**config.mk**
```make
export PLATFORM = sky130hd
export DESIGN_NAME = key_debounce_multi
export DESIGN_NICKNAME = d
export VERILOG_FILES = /design/src/rtl/key_pkg.sv /design/src/rtl/key_debounce_ch.sv /design/src/rtl/key_debounce_multi.sv
export SDC_FILE = /design/constraint.sdc
export NUM_CORES = 1
export LEC_CHECK = 0
export ABC_AREA = 0
export CORE_UTILIZATION = 35
export CTS_CLUSTER_DIAMETER = 100
export DETAILED_ROUTE_END_ITERATION = 16
export GPL_TIMING_DRIVEN = 0
export PLACE_DENSITY = 0.57
export SYNTH_ARGS = -nofsm -noshare
export SYNTH_HDL_FRONTEND = slang
export SYNTH_SLANG_ARGS = --single-unit
```
**constraint.sdc**
```tcl
create_clock -name clk -period 2.44 [get_ports clk]
set_input_delay 0.244 -clock clk [delete_from_list [all_inputs] [get_ports clk]]
set_output_delay 0.244 -clock clk [all_outputs]
set_load 0.05 [all_outputs]
```
**src/rtl/key_pkg.sv**
```systemverilog
`default_nettype none
// +--------------------------------------------------------------------------+
// | Module  : key_pkg                                                        |
// | Purpose : Shared types and helpers for the multi-channel key debouncer.  |
// |           Defines the per-channel debounce state encoding and a          |
// |           constant-evaluable ceil(log2()) used to size counters.         |
// | Ports   : none (package)                                                 |
// | Rev     : 1.0  initial release                                           |
// +--------------------------------------------------------------------------+
package key_pkg;

  // ZERO/ONE are the settled levels.
  // WAIT1/WAIT0 are candidate transitions that are still being qualified.
  typedef enum logic [1:0] {
    ST_ZERO  = 2'd0,
    ST_WAIT1 = 2'd1,
    ST_ONE   = 2'd2,
    ST_WAIT0 = 2'd3
  } key_state_e;

  // ceil(log2(value)); returns 0 for value <= 1.
  function automatic int clog2(input int value);
    int r;
    r = 0;
    for (int v = value - 1; v > 0; v = v >> 1) begin
      r++;
    end
    return r;
  endfunction

endpackage
`default_nettype wire

```
**src/rtl/key_debounce_ch.sv**
```systemverilog
`default_nettype none
// +--------------------------------------------------------------------------+
// | Module  : key_debounce_ch                                                |
// | Purpose : One debounce channel. It has an input synchroniser, a          |
// |           four-state qualify FSM counted in prescaler ticks, and an      |
// |           optional long-press hold counter. All outputs are registered.  |
// | Ports   : clk        - system clock                                      |
// |           reset      - asynchronous active-high reset                    |
// |           sw_i       - raw asynchronous key input (1 = pressed)          |
// |           tick_i     - shared one-cycle debounce tick                    |
// |           level_o    - debounced level                                   |
// |           press_o    - one-cycle pulse on accepted 0->1                  |
// |           release_o  - one-cycle pulse on accepted 1->0                  |
// |           long_o     - one-cycle pulse once per press after long hold    |
// | Rev     : 1.0  initial release                                           |
// +--------------------------------------------------------------------------+
module key_debounce_ch
  import key_pkg::*;
#(
  parameter int N_STABLE    = 3,
  parameter int SYNC_STAGES = 2,
  parameter int LONG_TICKS  = 64
) (
  input  logic clk,
  input  logic reset,
  input  logic sw_i,
  input  logic tick_i,
  output logic level_o,
  output logic press_o,
  output logic release_o,
  output logic long_o
);

  localparam int             CW       = clog2(N_STABLE + 1);
  localparam logic [CW-1:0]  CNT_DONE = CW'(N_STABLE);

  logic [SYNC_STAGES-1:0] sync_q;
  logic                   s;
  key_state_e             state_q, state_d;
  logic [CW-1:0]          cnt_q, cnt_d;
  logic                   level_q, press_q, release_q;

  // Input synchroniser: the oldest stage is the qualified sample.
  always_ff @(posedge clk or posedge reset) begin
    if (reset) begin
      sync_q <= '0;
    end else begin
      sync_q <= {sync_q[SYNC_STAGES-2:0], sw_i};
    end
  end

  assign s = sync_q[SYNC_STAGES-1];

  // A reversal of s is checked before the tick.
  // This lets a reversal in the same cycle as a tick win, and no count is taken.
  always_comb begin
    state_d = state_q;
    cnt_d   = cnt_q;
    case (state_q)
      ST_ZERO: begin
        if (s) begin
          state_d = ST_WAIT1;
          cnt_d   = '0;
        end
      end
      ST_WAIT1: begin
        if (!s) begin
          state_d = ST_ZERO;
        end else if (tick_i) begin
          cnt_d = cnt_q + CW'(1);
          if (cnt_d == CNT_DONE) begin
            state_d = ST_ONE;
          end
        end
      end
      ST_ONE: begin
        if (!s) begin
          state_d = ST_WAIT0;
          cnt_d   = '0;
        end
      end
      ST_WAIT0: begin
        if (s) begin
          state_d = ST_ONE;
        end else if (tick_i) begin
          cnt_d = cnt_q + CW'(1);
          if (cnt_d == CNT_DONE) begin
            state_d = ST_ZERO;
          end
        end
      end
      default: begin
        state_d = ST_ZERO;
        cnt_d   = '0;
      end
    endcase
  end

  // The outputs are decoded from the next state.
  // This way they change in the same cycle as the state register.
  always_ff @(posedge clk or posedge reset) begin
    if (reset) begin
      state_q   <= ST_ZERO;
      cnt_q     <= '0;
      level_q   <= 1'b0;
      press_q   <= 1'b0;
      release_q <= 1'b0;
    end else begin
      state_q   <= state_d;
      cnt_q     <= cnt_d;
      level_q   <= (state_d == ST_ONE) || (state_d == ST_WAIT0);
      press_q   <= (state_q == ST_WAIT1) && (state_d == ST_ONE);
      release_q <= (state_q == ST_WAIT0) && (state_d == ST_ZERO);
    end
  end

  assign level_o   = level_q;
  assign press_o   = press_q;
  assign release_o = release_q;

  if (LONG_TICKS > 0) begin : g_long
    localparam int            HW        = clog2(LONG_TICKS + 1);
    localparam logic [HW-1:0] HOLD_DONE = HW'(LONG_TICKS);

    logic [HW-1:0] hcnt_q, hcnt_d;
    logic          long_q, long_d;

    // The hold counter saturates at HOLD_DONE.
    // Because of this the pulse can only fire once per press.
    // A bounce that goes WAIT0->ONE keeps the hold count.
    always_comb begin
      hcnt_d = hcnt_q;
      long_d = 1'b0;
      if (state_d == ST_ZERO) begin
        hcnt_d = '0;
      end else if ((state_q == ST_WAIT1) && (state_d == ST_ONE)) begin
        hcnt_d = '0;
      end else if (tick_i && ((state_q == ST_ONE) || (state_q == ST_WAIT0)) &&
                   (hcnt_q != HOLD_DONE)) begin
        hcnt_d = hcnt_q + HW'(1);
        long_d = (hcnt_d == HOLD_DONE);
      end
    end

    always_ff @(posedge clk or posedge reset) begin
      if (reset) begin
        hcnt_q <= '0;
        long_q <= 1'b0;
      end else begin
        hcnt_q <= hcnt_d;
        long_q <= long_d;
      end
    end

    assign long_o = long_q;
  end else begin : g_no_long
    assign long_o = 1'b0;
  end

endmodule
`default_nettype wire

```
**src/rtl/key_debounce_multi.sv**
```systemverilog
`default_nettype none
// +--------------------------------------------------------------------------+
// | Module  : key_debounce_multi                                             |
// | Purpose : Multi-channel key debouncer. One shared tick prescaler feeds   |
// |           CH independent debounce channels.                              |
// | Ports   : clk          - system clock                                    |
// |           reset        - asynchronous active-high reset                  |
// |           sw[CH]       - raw key inputs, 1 = pressed                     |
// |           key_level    - debounced level per channel                     |
// |           key_press    - one-cycle pulse per accepted press              |
// |           key_release  - one-cycle pulse per accepted release            |
// |           key_long     - one-cycle long-press pulse, once per press      |
// |           tick         - prescaler tick (debug / reuse)                  |
// | Rev     : 1.0  initial release                                           |
// +--------------------------------------------------------------------------+
module key_debounce_multi
  import key_pkg::*;
#(
  parameter int CH          = 4,
  parameter int TICK_DIV    = 1048576,
  parameter int N_STABLE    = 3,
  parameter int SYNC_STAGES = 2,
  parameter int LONG_TICKS  = 64
) (
  input  logic          clk,
  input  logic          reset,
  input  logic [CH-1:0] sw,
  output logic [CH-1:0] key_level,
  output logic [CH-1:0] key_press,
  output logic [CH-1:0] key_release,
  output logic [CH-1:0] key_long,
  output logic          tick
);

  localparam int            PW       = clog2(TICK_DIV);
  localparam logic [PW-1:0] PRE_LAST = PW'(TICK_DIV - 1);

  logic [PW-1:0] pre_q, pre_d;

  // The tick is decoded from the count register.
  // While the count is 0 in reset, the tick is low.
  assign tick  = (pre_q == PRE_LAST);
  assign pre_d = tick ? '0 : pre_q + PW'(1);

  always_ff @(posedge clk or posedge reset) begin
    if (reset) begin
      pre_q <= '0;
    end else begin
      pre_q <= pre_d;
    end
  end

  for (genvar i = 0; i < CH; i++) begin : g_ch
    key_debounce_ch #(
      .N_STABLE    (N_STABLE),
      .SYNC_STAGES (SYNC_STAGES),
      .LONG_TICKS  (LONG_TICKS)
    ) u_ch (
      .clk       (clk),
      .reset     (reset),
      .sw_i      (sw[i]),
      .tick_i    (tick),
      .level_o   (key_level[i]),
      .press_o   (key_press[i]),
      .release_o (key_release[i]),
      .long_o    (key_long[i])
    );
  end

endmodule
`default_nettype wire

```
==> After elaboration in Yosys (flattened, before gate mapping) <==
Cells that the tools add are included.
{ "totals": {"in_bits": 6, "regBits": 88, "output_inout_bits": 17, "wordCells": 216} }
{ "op_classes": {"n_addsub": 9, "reduce_logical": 40, "n_eq_ne": 49, "mux": 85} }
{ "op_table": {"columns": ["op", "count"], "rows": [
  ["2-bit two-way mux", 52],
  ["7-bit two-way mux", 12],
  ["2-bit one-hot mux with 4 select lines", 8],
  ["2-bit == test, second input constant", 20],
  ["7-bit by 1-bit adder with 7-bit output, second input constant", 4],
  ["7-bit == test, second input constant", 4],
  ["7-bit inequality test, second input constant", 4],
  ["20-bit by 1-bit adder with 20-bit output, second input constant", 1],
  ["20-bit == test, second input constant", 1],
  ["20-bit two-way mux", 1],
  ["1-bit logical AND", 16],
  ["2-bit zero test", 8],
  ["2-bit by 1-bit inequality test with 1-bit output, second input constant", 8],
  ["2-bit inequality test, second input constant", 8],
  ["4-bit AND reduction", 4],
  ["1-bit two-way mux", 12],
  ["3-bit nonzero test", 4],
  ["2-bit by 1-bit adder with 2-bit output, second input constant", 4],
  ["2-bit by 1-bit == test with 1-bit output, second input constant", 4],
  ["1-bit logical OR", 8]
]} }

==> Longest topological paths before layout <==
{ "depth": {"ltp_word": 10, "depth_mapped": 9, "ltp_nobuf": 7} }

==> Hierarchy <==
A second synthesis with hierarchy kept.
{ "unflattened": {"cells_unflattened": 424, "area_unflattened_um2": 4513.1} }
{ "modules_own_cells": {"columns": ["module", "n_inst", "cells_each", "area_per_inst_um2", "seq_area_each_um2"], "rows": [
  ["key_debounce_ch (g_ch[1].u_ch ...)", 3, 81, 883.3, 425.4],
  ["key_debounce_multi", 1, 90, 942.2, 500.5],
  ["key_debounce_ch (g_ch[0].u_ch)", 1, 91, 920.9, 425.4]
]} }

==> Worst setup path after synthesis <==
OpenSTA, ideal clock, no wires.
{ "synth_path": {"path_kind": "register to output", "startpoint": "register pre_q[0]", "endpoint": "output port tick", "required_time_ns": 2.196, "t_arrival_ns": 1.833, "path_stages_with_launch": 9, "slack_ns": 0.363, "path_buffers": 3, "path_cell_list": "dfrtp_1 > ha_1 > nand3_1 > nor2_1 > buf_2 > nand2_1 > inv_1 > buf_2 > buf_2"} }
{ "synth_between": {"elab_chain_cells": 1} }
{ "synth_lines": {"columns": ["item", "line", "source"], "rows": [
  ["from (decl)", "key_debounce_multi.sv:38", "logic [PW-1:0] pre_q, pre_d;"],
  ["from (signal assigned)", "key_debounce_multi.sv:49", "pre_q <= pre_d;"],
  ["20-bit == test", "key_debounce_multi.sv:42", "assign tick = (pre_q == PRE_LAST);"],
  ["to (decl)", "key_debounce_multi.sv:32", "output logic tick"]
]} }
No other way between the ends.

==> Worst setup path after layout <==
{ "layout_path": {"startpoint": "register pre_q[4]", "endpoint": "output port tick"} }
Same word-level chain as after synthesis.

==> metrics.md <==
| Metric | Value |
|---|---|
| Num Clock Sinks | 88 |
| Slew Limit Fails | 0 |
| Setup Viol. Count Final | 0 |
| Worst EP required | 2.20 ns |
| Share of power burned in registers | 49.9% |
| GRT overflow | 0 |
| Largest net degree at the start of global routing | 38 |
| Final core utilization | 42.3% |
| CTS clk-pin slew, worst paths | 0.06 ns |
| Async S/R FF share, synth | 100% |
| Final Cell Area | 0.00532 mm^2 |
| Final min period | 2.31 ns |
| Vias in the first global route | 3,307 |
| H-tree depth | 3 |
| Critical Path Source Type | register |
| Crit end category | primary output |
| Placeable Area | 0.0126 mm^2 |
| R2R setup slack | 0.20 ns |
| GRT Util Overall | 15.4% |
| Cells after Synth | 452 |
| Power per Cell Area | 557 mW/mm^2 |
| Status | complete, no violations |
| Fin crit share | 94.7% |
| I/O pins | 23 |
| Ant. Diodes | 0 |
| CTS Root Cell | clkbuf_16 |
| Ys Warns | 0 |
| VDD IR max | 0.324 mV |
| P_int | 2.34 mW |
| Synth Register Bits | 88 |
| DRT Pass-1 Iters | 5 |
| Mapped Area | 0.00450 mm^2 |
| RSZ-0062 raised after global routing | false |
| CTS tree | done |
| Max Cap Violations | 0 |
| Leakage Power | 2.31 nW |
| Most frequently used flop master after synthesis | dfrtp_1 |
| Synth Area per Inst | 9.96 um^2 |
| Port Buffers | 22 |
| Slowest stage delay, CP | 0.47 ns |
| DR iter-0 viols | 143 |
| CP cell instances | nand4_2, nor4_4, nand2_4, inv_6, buf_4, buf_6 |
| CP top delay family | simple AND/OR/NAND/NOR gates |
| Arr. time, crit path | 2.07 ns |
| Multi-input gate area | 0.00205 mm^2 |
| Most frequent cells in the layout | dfrtp_1 (88), nor2_1 (39), nand3_1 (35) |
| Syn Nets | 475 |
| Post-synth EDFFs | 0 |
| Post-layout nets | 510 |
| Commonest non-fill, non-tap cell in the layout | dfrtp_1 |
| Longest Clk Path Bufs | 2 |
| Filler Cell Count | 1,217 |
| Vias | 3,349 |
| R2R Path Start | pre_q[4] |
| Max_slew headroom | 48.2% |
| WS Path Type | register to primary output |
| Worst min-delay path class | primary input to asynchronous set/reset pin |
| Area growth from synthesis to layout | 18.1% |
| Worst slew pin tran | 0.771 ns |
| Gate power share | 2.5% |
| First-pass GRT wire length | 15,800 um |
| DRC | 0 |
| CP max stage cell | nor4_4 |
| Number of routed nets with antenna violations | 0 |
| Final hold violation count | 0 |
| Hold_ws | 0.319 ns |
| Sequential Area | 0.00220 mm^2 |
| Psw | 0.623 mW |
| Power, Total | 2.96 mW |
| Height of the die | 115 um |
| Cts bufs inserted | 9 |
| Hold Buf Count CTS | 0 |
| # rows | 41 |
| Routed WL | 9160 um |
| Max Freq | 433 MHz |
| DPL Wire Length | 6360 um |
| Worst Skew | 0.0102 ns |
| Die X | 115 um |
| Via density | 5.04 |
| Initial antenna violation count | 0 |
| Worst Path Max Fanout | 10 |
| Per-cell routed wire length | 13.8 um |
| Initial core utilization | 35.8% |
| Die area | 0.0133 mm^2 |
| Reg-to-reg endpoint | g_ch[2].u_ch.g_long.hcnt_q[0] |
| Proportion of layout cells with a drive suffix above 1 | 12.4% |
| Seq/Total Area, Yosys | 48.9% |
| WP buf/inv | 3 |
| Clk pwr share | 47.6% |
| RePlAce Congestion | 0.798 |
| Net Sw Frac | 21.0% |
| Worst reg-to-reg path cell count | 7 |
| Distinct cells, synth | 47 |
| Post-DP Area | 0.00498 mm^2 |
| Worst-Skew Late Latency | 0.35 ns |
[final cells by class]
class / count / area share [%]
Clock inverter: 3 / 0.753
Inverter: 22 / 1.72
Sequential cell: 88 / 41.4
Timing Repair Buffer: 25 / 5.06
Tap cell: 172 / 4.05
Clock buffer: 13 / 4.89
Buffer: 30 / 3.67
Multi-Input combinational cell: 311 / 38.5
[power groups by stage]
| stage | logic, mW | registers (mW) | clock network (mW) |
|---|---|---|---|
| 3_5_place_dp | 0.0763 | 1.51 | 0 |
| 2_1_floorplan | 0.0436 | 1.50 | 0 |
| 4_1_cts | 0.0769 | 1.48 | 1.44 |
| 3_3_place_gp | 0.0661 | 1.51 | 0 |
| 5_1_grt | 0.0855 | 1.48 | 1.50 |
| 6_report | 0.0731 | 1.48 | 1.41 |
[timing repair]
| item | 4_1_cts | 5_1_grt |
|---|---|---|
| setup endpoints to repair | 37 | 7 |
| buffers inserted | 1 | 0 |
| pin swaps | 1 | 0 |
| resized for setup | 15 | 7 |
[synth_stat cells, types with 5 or more instances]
library cell | count | share of area (%)
and3_1 | 10 | 1.4
a21oi_1 | 23 | 2.6
buf_4 | 16 | 2.7
dfrtp_1 | 88 | 49
nand3_1 | 36 | 4.0
mux2_2 | 6 | 1.5
xor2_1 | 21 | 4.1
nand2_1 | 29 | 2.4
ha_1 | 17 | 4.7
o21ai_0 | 13 | 1.4
nor3_1 | 13 | 1.4
and4_1 | 6 | 1.2
nor4_1 | 5 | 0.69
xnor2_1 | 15 | 2.9
nor2_1 | 40 | 3.3
clkbuf_1 | 10 | 0.83
nand4_1 | 22 | 3.1
inv_1 | 22 | 1.8
[worst max-delay path by stage]
stage | start | endpoint | slack (ns) | cells past startpoint
6_report | pre_q[4] | tick | 0.13 | 6
5_1_grt | pre_q[4] | g_ch[2].u_ch.g_long.hcnt_q[0] | 0.0009 | 7
4_1_cts | pre_q[0] | tick | 0.005 | 8
3_5_place_dp | pre_q[0] | tick | -1.15 | 9
3_3_place_gp | pre_q[0] | tick | -1.16 | 9
2_1_floorplan | pre_q[0] | tick | 0.36 | 8
[logic make-up after synthesis]
kind of cell,count (synthesis),synth area share (%)
flops,88,48.9
fa+ha+maj,18,4.95
compound gates,60,8.14
simple gates,187,22.6
mux,10,2.39
xor+xnor,36,7.00
buf+inv,53,6.03
[metrics by stage]
step                setup slack (ns)  setup TNS, ns  std cells
finish                         0.128              0        664
global route                0.000892              0        664
CTS                          0.00452              0        664
detailed placement             -1.15          -5.62        648
global placement               -1.16          -5.27        646
floorplan                      0.363              0        452
[state kept, by name, indices dropped and copies added, names as in the netlist]
name / count
g_ch.u_ch.g_long.hcnt_q: 28
pre_q: 20
g_ch.u_ch.cnt_q: 8
g_ch.u_ch.state_q: 8
g_ch.u_ch.sync_q: 8
g_ch.u_ch.level_o: 4
g_ch.u_ch.long_o: 4
g_ch.u_ch.press_o: 4
g_ch.u_ch.release_o: 4
[metal layers]
metal	wire length (um)	up-vias	share of wire (%)	global-route usage [%]
li1	-	1660	-	-
met3	261	15	2.8	3.82
met4	192	0	2.1	7.01
met1	4600	1633	50	20.5
met5	0	-	0	0
met2	4110	41	45	23.7
(Power assumes the default switching activity.)
==> RTL edit 1 (config.mk and constraints unchanged) <==
The parameter `CH` goes from 4 to 3.
--- a/src/rtl/key_debounce_multi.sv
+++ b/src/rtl/key_debounce_multi.sv
@@ -18,3 +18,3 @@
 #(
-  parameter int CH          = 4,
+  parameter int CH          = 3,
   parameter int TICK_DIV    = 1048576,
Ports: changed (5 resized); port bits go from 23 to 18. The function was not compared with the original's and may differ.
==> RTL edit 1 against the original RTL <==
Final area decreased by 20%. Wire length down 21%. Sequential share of layout area rose by 0.48 points. Clock power is 41% lower. Setup slack better by 0.023 ns. Sequential cell count decreased by 17. Area after synthesis shrank 19%. Total power down 30%. Largest power group unchanged. Clock skew down 0.0029 ns. Utilization is 0.49 points higher. Global-route usage decreased by 0.87 points. Largest cell class unchanged.
==> RTL edit 1: results <==
set metrics [dict create \
    io_buffers 17 \
    layout-drive-gt1-share 0.1390 \
    p_leak_nw 1.840 \
    grt_first_pass_wirelength_um 12280 \
    n_fill_cell 975 \
    crit_start "pre_q[0]" \
    synth_xor_area_frac 0.05536 \
    crit_arrival_ns 2.05 \
    synth_commonest_cells "dfrtp_1, nand2_1, nand3_1" \
    skew_ns 0.007243 \
    root_buffer "clkbuf_8" \
    drtIter0Drc 127 \
    status "complete, no violations" \
    track_usage 0.1451 \
    timing.rr.start "pre_q[5]" \
    htree_num_levels 3 \
    vdd_drop_max_v 0.0003414 \
    grt_max_degree 72 \
    dr.pass1.iters 4 \
    grt_pass1_vias 2567 \
    dpl.cell_count 519 \
    nets 418 \
    wirelength_um 7250 \
    gp_congestion 0.8389 \
    synth_cell_types 52 \
    synthAdderAreaFrac 0.04746 \
    synth-compound-area-share 0.09216 \
    netlist_instances 369 \
    synth_nets 387 \
    yosysSeqAreaShare 0.4883 \
    hp-class "primary input to register" \
    max_slew_margin 0.4237 \
    synthTopCellsByArea "dfrtp_1, ha_1, nand3_1, nand2_1, xnor2_1" \
    vias 2718 \
    top_regs "g_ch.u_ch.g_long.hcnt_q: 21 flops, pre_q: 20 flops" \
]
## RTL edit 1: cells by family (layout without fill, tap and decap cells)
group	after synthesis	after routing
AND/OR/NAND/NOR	159	159
buffers and inverters	43	77
adder cells (fa/ha/maj)	14	14
AO/OA/AOI/OAI	51	51
multiplexers	8	8
XOR/XNOR	23	23
flip-flops	71	71
## RTL edit 1: cell type report
type / instances / area [um^2] / area share
buffer: 21 / 153.9 / 0.03627
clock buffer: 13 / 158.9 / 0.03745
clock inverter: 1 / 5.005 / 0.001180
inverter: 22 / 85.08 / 0.02005
multi-input combinational: 255 / 1703 / 0.4014
sequential: 71 / 1777 / 0.4188
tap: 133 / 166.4 / 0.03922
timing repair buffer: 20 / 193.9 / 0.04571
## RTL edit 1: worst paths after layout
check,end,slack (ns),cells after the start
worst min register to register,g_ch[0].u_ch.sync_q[1],0.35,0
min in group asynchronous,g_ch[1].u_ch.cnt_q[1],0.42,2
worst max-delay path,tick,0.15,8
max in group asynchronous,g_ch[0].u_ch.level_o,1.45,2
worst min-delay path,g_ch[0].u_ch.sync_q[0],0.33,1
worst max register to register,g_ch[2].u_ch.long_o,0.22,6
## RTL edit 1: stage by stage
stage | total power, mW | util | worst slack (ns)
detailed placement | 1.263 | 0.4014 | -0.8942
global route | 2.162 | 0.4282 | -0.005309
CTS | 2.109 | 0.4230 | 0.01993
finish | 2.065 | 0.4282 | 0.1509
global placement | 1.262 | 0.4011 | -0.8801
floorplan | 1.243 | - | 0.3758
## RTL edit 1: per-layer routing
layer	vias up	routed length (um)	track usage
li1	1361	-	-
met1	1293	3487	0.1889
met2	56	3242	0.2171
met3	8	391	0.05326
met4	0	129	0.06020
met5	-	0	0
## RTL edit 1: power by group
group / total, mW / internal, mW / switching, mW
clock network: 0.827 / 0.412 / 0.414
logic: 0.0468 / 0.0120 / 0.0348
registers: 1.19 / 1.18 / 0.00715
## RTL edit 1: repair_timing
item / in CTS / in global routing
hold buffers: 0 / 0
endpoints found under the setup margin: 23 / 10
pin swaps: 1 / 2
hold endpoints to repair: 0 / 0
buffers inserted: 2 / 1
resized for setup: 15 / 7
## RTL edit 1: worst max-delay path, stage by stage (launching register included)
cell,delay (ns)
dfrtp_1,0.38
ha_2,0.23
nand3_4,0.13
nor3_4,0.23
nand2_2,0.11
clkbuf_8,0.19
inv_1,0.09
buf_6,0.15
buf_6,0.17
==> RTL edit 2 (config.mk and constraints unchanged) <==
Made on the original files. Register the output `tick`, with the module's reset; this adds one clock of latency there. The other outputs are not delayed to match. Comments in the files are not updated.
--- a/src/rtl/key_debounce_multi.sv
+++ b/src/rtl/key_debounce_multi.sv
@@ -37,2 +37,4 @@
 
+  logic tick_d;
+
   logic [PW-1:0] pre_q, pre_d;
@@ -41,4 +43,4 @@
   // While the count is 0 in reset, the tick is low.
-  assign tick  = (pre_q == PRE_LAST);
-  assign pre_d = tick ? '0 : pre_q + PW'(1);
+  assign tick_d = (pre_q == PRE_LAST);
+  assign pre_d = tick_d ? '0 : pre_q + PW'(1);
 
@@ -61,3 +63,3 @@
       .sw_i      (sw[i]),
-      .tick_i    (tick),
+      .tick_i    (tick_d),
       .level_o   (key_level[i]),
@@ -69,2 +71,10 @@
 
+  always_ff @(posedge clk or posedge reset) begin
+    if (reset) begin
+      tick <= '0;
+    end else begin
+      tick <= tick_d;
+    end
+  end
+
 endmodule
Check against the original RTL: same outputs for any inputs over 10 cycles, from zero or initial values and one cycle with reset high; that may be too few to reach the edited logic, so the function may still have changed.
==> RTL edit 2 against the original RTL <==
Wire length is 7.2% lower. Final area is 0.49% lower. Setup slack better by 0.039 ns. Area after synthesis is 0.61% higher. Total power is 3.7% lower. Via count is 1.6% lower. Hold slack worse by 0.086 ns. Sequential cell count is 1 higher. Synthesized cell count stayed put.
==> RTL edit 2: results <==
set metrics [dict create \
    synth_nets 475 \
    r2r_end "g_ch[1].u_ch.g_long.hcnt_q[4]" \
    path_max_fanout 8 \
    skew_ns 0.004502 \
    top_regs "g_ch.u_ch.g_long.hcnt_q: 28 flops, pre_q: 20 flops" \
    synth_flop_cell "dfrtp_1" \
    p_leak_nw 2.358 \
    dr.pass1.iters 4 \
    max_freq_mhz 440.0 \
    crit_arrival_ns 2.53 \
    powerSeq_mw 1.50 \
    antenna_found_initial 0 \
    clock_power_share 0.451 \
    grt_first_pass_wirelength_um 14720 \
    cp-endpoint "g_ch[1].u_ch.g_long.hcnt_q[4]" \
    grt_max_degree 41 \
    placed_cell_area_um2 5010 \
    synthTopCellsByArea "dfrtp_1, ha_1, nor2_1, nand3_1, xnor2_1" \
    synth_cell_types 51 \
    ys.warnings.count 0 \
    internal_power_mw 2.253 \
    yosysSeqAreaShare 0.4916 \
    ff2ff_setup_slack_ns 0.17 \
    root_buffer "clkbuf_16" \
    crit_start "pre_q[0]" \
    n_antenna_cell 0 \
    hold_slack_ns 0.2331 \
    post_cts_buffers 0 \
    grt_pass1_vias 3142 \
    async_flop_share 1.000 \
    synth_commonest_cells "dfrtp_1, nor2_1, nand2_1" \
    r2r_cells 6 \
    dp_hpwl_um 5760 \
    track_usage 0.1416 \
    netlist_instances 452 \
    worstMarginPinSlew_ns 0.6222 \
    cts_resized 0 \
    power_mw 2.852 \
    wl_per_cell_um 12.78 \
    clkTransAtPathRegs_ns 0.06 \
    hp-class "primary input to async pin" \
    layout-drive-gt1-share 0.1318 \
    drtIter0Drc 204 \
    vias 3297 \
    clk_latency_ns 0.34 \
    htree_num_levels 3 \
    place_ws_ns 0.03505 \
    vdd_drop_max_v 0.0003623 \
    gp_congestion 0.8096 \
    n_fill_cell 1243 \
    final_cells 665 \
    nets 511 \
    power_leader "sequential cells" \
    status "complete, no violations" \
]
## RTL edit 2: cell types whose count changed after synthesis, sizes merged, moves of 4 or more
cell,delta
o21ai,+13
nand2,+9
clkbuf,-8
nand3,-8
nor2,+8
xor2,-8
nand4,-7
a21oi,-6
and4,-5
or3,+5
nor3,-4
o2bb2ai,-4
## RTL edit 2: layout make-up
| class | count | area [um^2] | area share |
|---|---|---|---|
| Buffer | 23 | 163.9 | 0.03096 |
| Multi-Input combinational cell | 315 | 2043 | 0.3860 |
| Tap cell | 172 | 215.2 | 0.04065 |
| Clock buffer | 14 | 264.0 | 0.04987 |
| Timing Repair Buffer | 25 | 267.8 | 0.05058 |
| Sequential cell | 89 | 2227 | 0.4207 |
| Clock inverter | 2 | 12.51 | 0.002364 |
| Inverter | 25 | 100.1 | 0.01891 |
## RTL edit 2: cells by family after synthesis
family / after synthesis / share of synthesized area
buffers and inverters: 48 / 0.05744
DFF: 89 / 0.4916
AOI/OAI and AO/OA: 69 / 0.09279
muxes: 13 / 0.03121
xor gates and xnor gates: 29 / 0.05606
and+or+nand+nor: 187 / 0.2240
adders and majority gates: 17 / 0.04695
## RTL edit 2: per-layer routing
layer / vias to the layer above / GRT usage / wire length [um]
li1: 1639 / - / -
met1: 1602 / 0.1870 / 4072
met2: 40 / 0.2258 / 4048
met3: 16 / 0.03923 / 262
met4: 0 / 0.04444 / 119
met5: - / 0 / 0
## RTL edit 2: worst max-delay path: stages, from the launching register on
cell     delay, ns
dfrtp_1       0.40
ha_1          0.22
nand3_1       0.19
nor3_2        0.46
nand4_2       0.30
or4_1         0.47
a21oi_1       0.15
